### config.mk
export PLATFORM = sky130hd
export DESIGN_NAME = mole_round_ctrl
export DESIGN_NICKNAME = d
export VERILOG_FILES = /design/src/rtl/mole_round_ctrl.sv
export SDC_FILE = /design/constraint.sdc
export NUM_CORES = 1
export LEC_CHECK = 0
export ABC_AREA = 1
export CORE_UTILIZATION = 62
export DETAILED_ROUTE_END_ITERATION = 10
export PLACE_DENSITY = 0.94
export SYNTH_ARGS = -nofsm -noshare
export SYNTH_HDL_FRONTEND = slang
export SYNTH_SLANG_ARGS = --single-unit
### constraint.sdc
create_clock -name clk -period 4.1 [get_ports clk]
set_clock_uncertainty 0.2 [all_clocks]
set_input_delay 0.82 -clock clk [delete_from_list [all_inputs] [get_ports clk]]
set_output_delay 0.82 -clock clk [all_outputs]
set_load 0.1 [all_outputs]
### src/rtl/mole_round_ctrl.sv
// Whack-a-mole round controller: samples a target box from the LFSR mapper,
// shows it for a timed window, judges the strike, and tracks score and lives.
module mole_round_ctrl #(
  parameter int unsigned WINDOW_CYCLES = 50_000_000,
  parameter int unsigned GAP_CYCLES    = 12_500_000,
  parameter int unsigned LIVES         = 3,
  parameter int unsigned SCORE_W       = 8
) (
  input  logic               clk,
  input  logic               reset,
  input  logic               start,
  input  logic [1:0]         box_in,
  input  logic [3:0]         hit,
  output logic               next_req,
  output logic [1:0]         target,
  output logic               target_valid,
  output logic               result_hit,
  output logic               result_miss,
  output logic [SCORE_W-1:0] score,
  output logic [1:0]         lives,
  output logic               game_over
);

  localparam int unsigned TIMER_MAX = (WINDOW_CYCLES > GAP_CYCLES) ? WINDOW_CYCLES : GAP_CYCLES;
  localparam int unsigned TIMER_W   = (TIMER_MAX > 2) ? $clog2(TIMER_MAX) : 1;
  localparam logic [SCORE_W-1:0] SCORE_MAX = '1;

  typedef enum logic [2:0] {
    S_IDLE = 3'd0,
    S_ARM  = 3'd1,
    S_SHOW = 3'd2,
    S_GAP  = 3'd3,
    S_OVER = 3'd4
  } state_t;

  state_t               state, state_d;
  logic [TIMER_W-1:0]   timer, timer_d;
  logic                 strike_hit, strike_miss;
  logic                 next_req_d, target_valid_d, game_over_d;
  logic                 result_hit_d, result_miss_d;
  logic [1:0]           target_d, lives_d;
  logic [SCORE_W-1:0]   score_d;

  // Strike judgement: correct box beats wrong box beats timeout
  always_comb begin
    strike_hit  = 1'b0;
    strike_miss = 1'b0;
    if (state == S_SHOW) begin
      if (hit[target])            strike_hit  = 1'b1;
      else if (hit != 4'b0000)    strike_miss = 1'b1;
      else if (timer == '0)       strike_miss = 1'b1;
    end
  end

  always_ff @(posedge clk) begin
    if (reset) begin
      state <= S_IDLE;
      timer <= '0;
    end else begin
      state <= state_d;
      timer <= timer_d;
    end
  end

  always_comb begin
    state_d = state;
    timer_d = timer;
    case (state)
      S_IDLE, S_OVER: begin
        if (start) state_d = S_ARM;
      end
      S_ARM: begin
        state_d = S_SHOW;
        timer_d = TIMER_W'(WINDOW_CYCLES - 1);
      end
      S_SHOW: begin
        if (strike_hit || (strike_miss && lives != 2'd1)) begin
          state_d = S_GAP;
          timer_d = TIMER_W'(GAP_CYCLES - 1);
        end else if (strike_miss) begin
          state_d = S_OVER;
          timer_d = '0;
        end else begin
          timer_d = timer - TIMER_W'(1);
        end
      end
      S_GAP: begin
        if (timer == '0) state_d = S_ARM;
        else             timer_d = timer - TIMER_W'(1);
      end
      default: begin
        state_d = S_IDLE;
        timer_d = '0;
      end
    endcase
  end

  // Next values of the registered outputs
  always_comb begin
    target_d       = target;
    score_d        = score;
    lives_d        = lives;
    result_hit_d   = strike_hit;
    result_miss_d  = strike_miss;
    next_req_d     = (state_d == S_ARM);
    target_valid_d = (state_d == S_SHOW);
    game_over_d    = (state_d == S_OVER);
    if ((state == S_IDLE || state == S_OVER) && start) begin
      score_d = '0;
      lives_d = 2'(LIVES);
    end
    if (state == S_ARM) target_d = box_in;
    if (strike_hit && score != SCORE_MAX) score_d = score + SCORE_W'(1);
    if (strike_miss) lives_d = lives - 2'd1;
  end

  always_ff @(posedge clk) begin
    if (reset) begin
      next_req     <= 1'b0;
      target       <= 2'd0;
      target_valid <= 1'b0;
      result_hit   <= 1'b0;
      result_miss  <= 1'b0;
      score        <= '0;
      lives        <= 2'd0;
      game_over    <= 1'b0;
    end else begin
      next_req     <= next_req_d;
      target       <= target_d;
      target_valid <= target_valid_d;
      result_hit   <= result_hit_d;
      result_miss  <= result_miss_d;
      score        <= score_d;
      lives        <= lives_d;
      game_over    <= game_over_d;
    end
  end

endmodule

==> flow_metrics.py <==
metrics = {
    "outcome": {
        "status": "finished clean",
    },
    "timing": {
        "setup_viol": 0,
        "finalSetupTns_ns": 0,
        "slew_headroom_pct": 34.8,
        "drv_slew": 0,
        "hold_viol_final": 0,
        "post-route-period-util_pct": 72.1,
        "worst_pin_slew_ns": 0.974,
        "rsz0062_at_grt": "no",
        "period_minus_slack_ns": 2.96,
        "fmax_ghz": 0.338,
    },
    "yosys": {
        "netlist-cell-type-count": 30,
        "synth_top_area_share_pct": 32.9,
        "yosysMostFrequentCell": "nand2_1",
        "syn-num-nets": 413,
        "syn_area_sq_um": 2800,
        "synth.ff_latch_count": 46,
        "synth_common_cells": "nand2_1, nor2_1, dfxtp_1, inv_1, nand3_1",
        "postSynthAreaPerCell_sq_um": 6.99,
        "async_reset_ff_share_pct": 0,
        "ys_warn_count": 0,
        "synth-edff-count": 0,
        "synth_top_area_cell": "dfxtp_1",
        "synth.top_cells.by_area": "dfxtp_1, nand2_1, nor2_1",
        "ys_seq_area_share_pct": 32.9,
        "synth_cells": 400,
        "yosys_most_used_dff": "dfxtp_1",
    },
    "worst_setup_path": {
        "max_stage_delay_ns": 1.18,
        "critical-path-top-delay-family": "buffers and inverters",
        "startpoint_type": "flop",
        "ff2ff_path_depth": 11,
        "critPathArrivalTime_ns": 1.94,
        "path_cells": "clkdlybuf4s50_1",
        "critPathBufInv": 1,
        "required_ns": 3.08,
        "critPathSlowestCell": "clkdlybuf4s50_1",
        "crit_cells": 1,
        "critPathMaxFanout": 5,
        "cp-end-kind": "output port",
        "criticalPathCategory": "reg2out",
    },
    "die": {
        "die_area_sq_um": 4780,
        "pin_count": 26,
        "rows": 24,
        "fp.dieH_um": 69.2,
        "design.core.area_sq_um": 4350,
        "die_width_um": 69.2,
        "start_util_pct": 64.2,
    },
    "route": {
        "routed_wl_mm": 6.25,
        "first_pass_iters": 5,
        "ant_nets": 0,
        "wire_per_inst_um": 13.2,
        "vias": 2608,
        "routed_via_density": 5.49,
        "drt-initial-drc-count": 170,
        "drcViolationCount": 0,
    },
    "clock_network": {
        "postCtsSetupRepairBufs": 0,
        "root_buffer": "clkbuf_8",
        "cts_htree_levels": 2,
        "clk_pin_slew_worst_paths_ns": 0.09,
        "hold_buffers": 0,
        "cts_sinks": 46,
        "clk-insertion-delay-late_ns": 0.30,
        "clockBufferDepth": 2,
        "cts.repair.resized": 0,
        "cts_tree": "built",
        "numCtsBuffers": 5,
    },
    "place": {
        "port-buffer-count": 25,
        "hpwl_mm": 4.37,
        "gp_congestion": 0.871,
    },
    "global_route": {
        "grt_max_degree": 38,
        "antenna_found_initial": 0,
        "grt-ovfl-total": 0,
        "grt_pass1_vias": 2409,
        "grt_pass1_wl_mm": 10.8,
        "track_usage_pct": 27.8,
    },
    "worst_hold_path": {
        "holdPathStages": 2,
        "worstHoldPathType": "reg2reg",
    },
    "final_layout": {
        "n_antenna_cell": 0,
        "layout.nets": 436,
        "syn_to_final_growth_pct": 11.4,
        "layout-drive-gt1-share_pct": 13.5,
    },
    "run": {
        "cap_violations": 0,
    },
}
## per-stage QoR
step                      hold WS (ns)  instances  setup WS (ns)  instance area (sq um)  utilization, %
after global placement           0.263        468           1.05                   3040            69.7
final                            0.280        475           1.14                   3110            71.5
after CTS                        0.281        475           1.15                   3110            71.5
after global routing             0.302        475           1.07                   3110            71.5
after detailed placement         0.268        468          0.930                   3040            69.7
after floorplan                  0.259        400           1.47                   2800               -
## cells in the final DEF (no fill, tap or decap), types with 4 or more instances in the layout
master | synthesis | final
a21oi_1 | 20 | 20
a21oi_2 | 20 | 20
clkbuf_8 | 0 | 5
clkdlybuf4s50_1 | 0 | 24
dfxtp_1 | 46 | 46
ha_1 | 4 | 4
inv_1 | 36 | 36
nand2_1 | 116 | 116
nand2_2 | 8 | 8
nand3_1 | 27 | 27
nor2_1 | 47 | 47
nor2_2 | 4 | 4
nor2_4 | 6 | 6
o21ai_0 | 10 | 10
xnor2_1 | 8 | 8
xor2_1 | 14 | 14
## cell type report
type,count,area [sq um]
Clock inverter,2,10.0
Multi-Input combinational cell,306,1650
Clock buffer,5,68.8
Sequential cell,46,921
Timing Repair Buffer,26,253
Tap cell,52,65.1
Fill cell,353,1240
Inverter,38,143
## per-layer routing
metal / GRT usage [%] / part of all wire (%) / up-vias
met3: 5.70 / 5.1 / 21
met4: 13.8 / 3.3 / 0
met2: 47.6 / 50 / 86
li1: - / - / 1308
met5: 0 / 0 / -
met1: 32.8 / 42 / 1193
## sequential cells by signal, summed over array words and instances, names as in the netlist
signal        flops
lives             2
target_valid      1
result_miss       1
game_over         1
timer            26
next_req          1
score             8
target            2
result_hit        1
state             3
## kinds of logic after synthesis
family / after synthesis / synth area share (%)
AOI/OAI and AO/OA: 57 / 14.4
and+or+nand+nor: 223 / 36.1
buffers and inverters: 48 / 7.92
adders and majority gates: 4 / 1.79
DFF: 46 / 32.9
xor gates and xnor gates: 22 / 6.89
## worst paths after layout
path / start / to / slack (ns)
hold reg to reg: score[4] / score[4] / 0.28
setup reg to reg: timer[0] / timer[24] / 1.49
setup / recovery: score[7] / score[7] / 1.14
hold / removal: score[4] / score[4] / 0.28
Power is left out: the tool's default activity adds up to more than one toggle a clock period on the data nets, which glitch-free logic cannot reach.
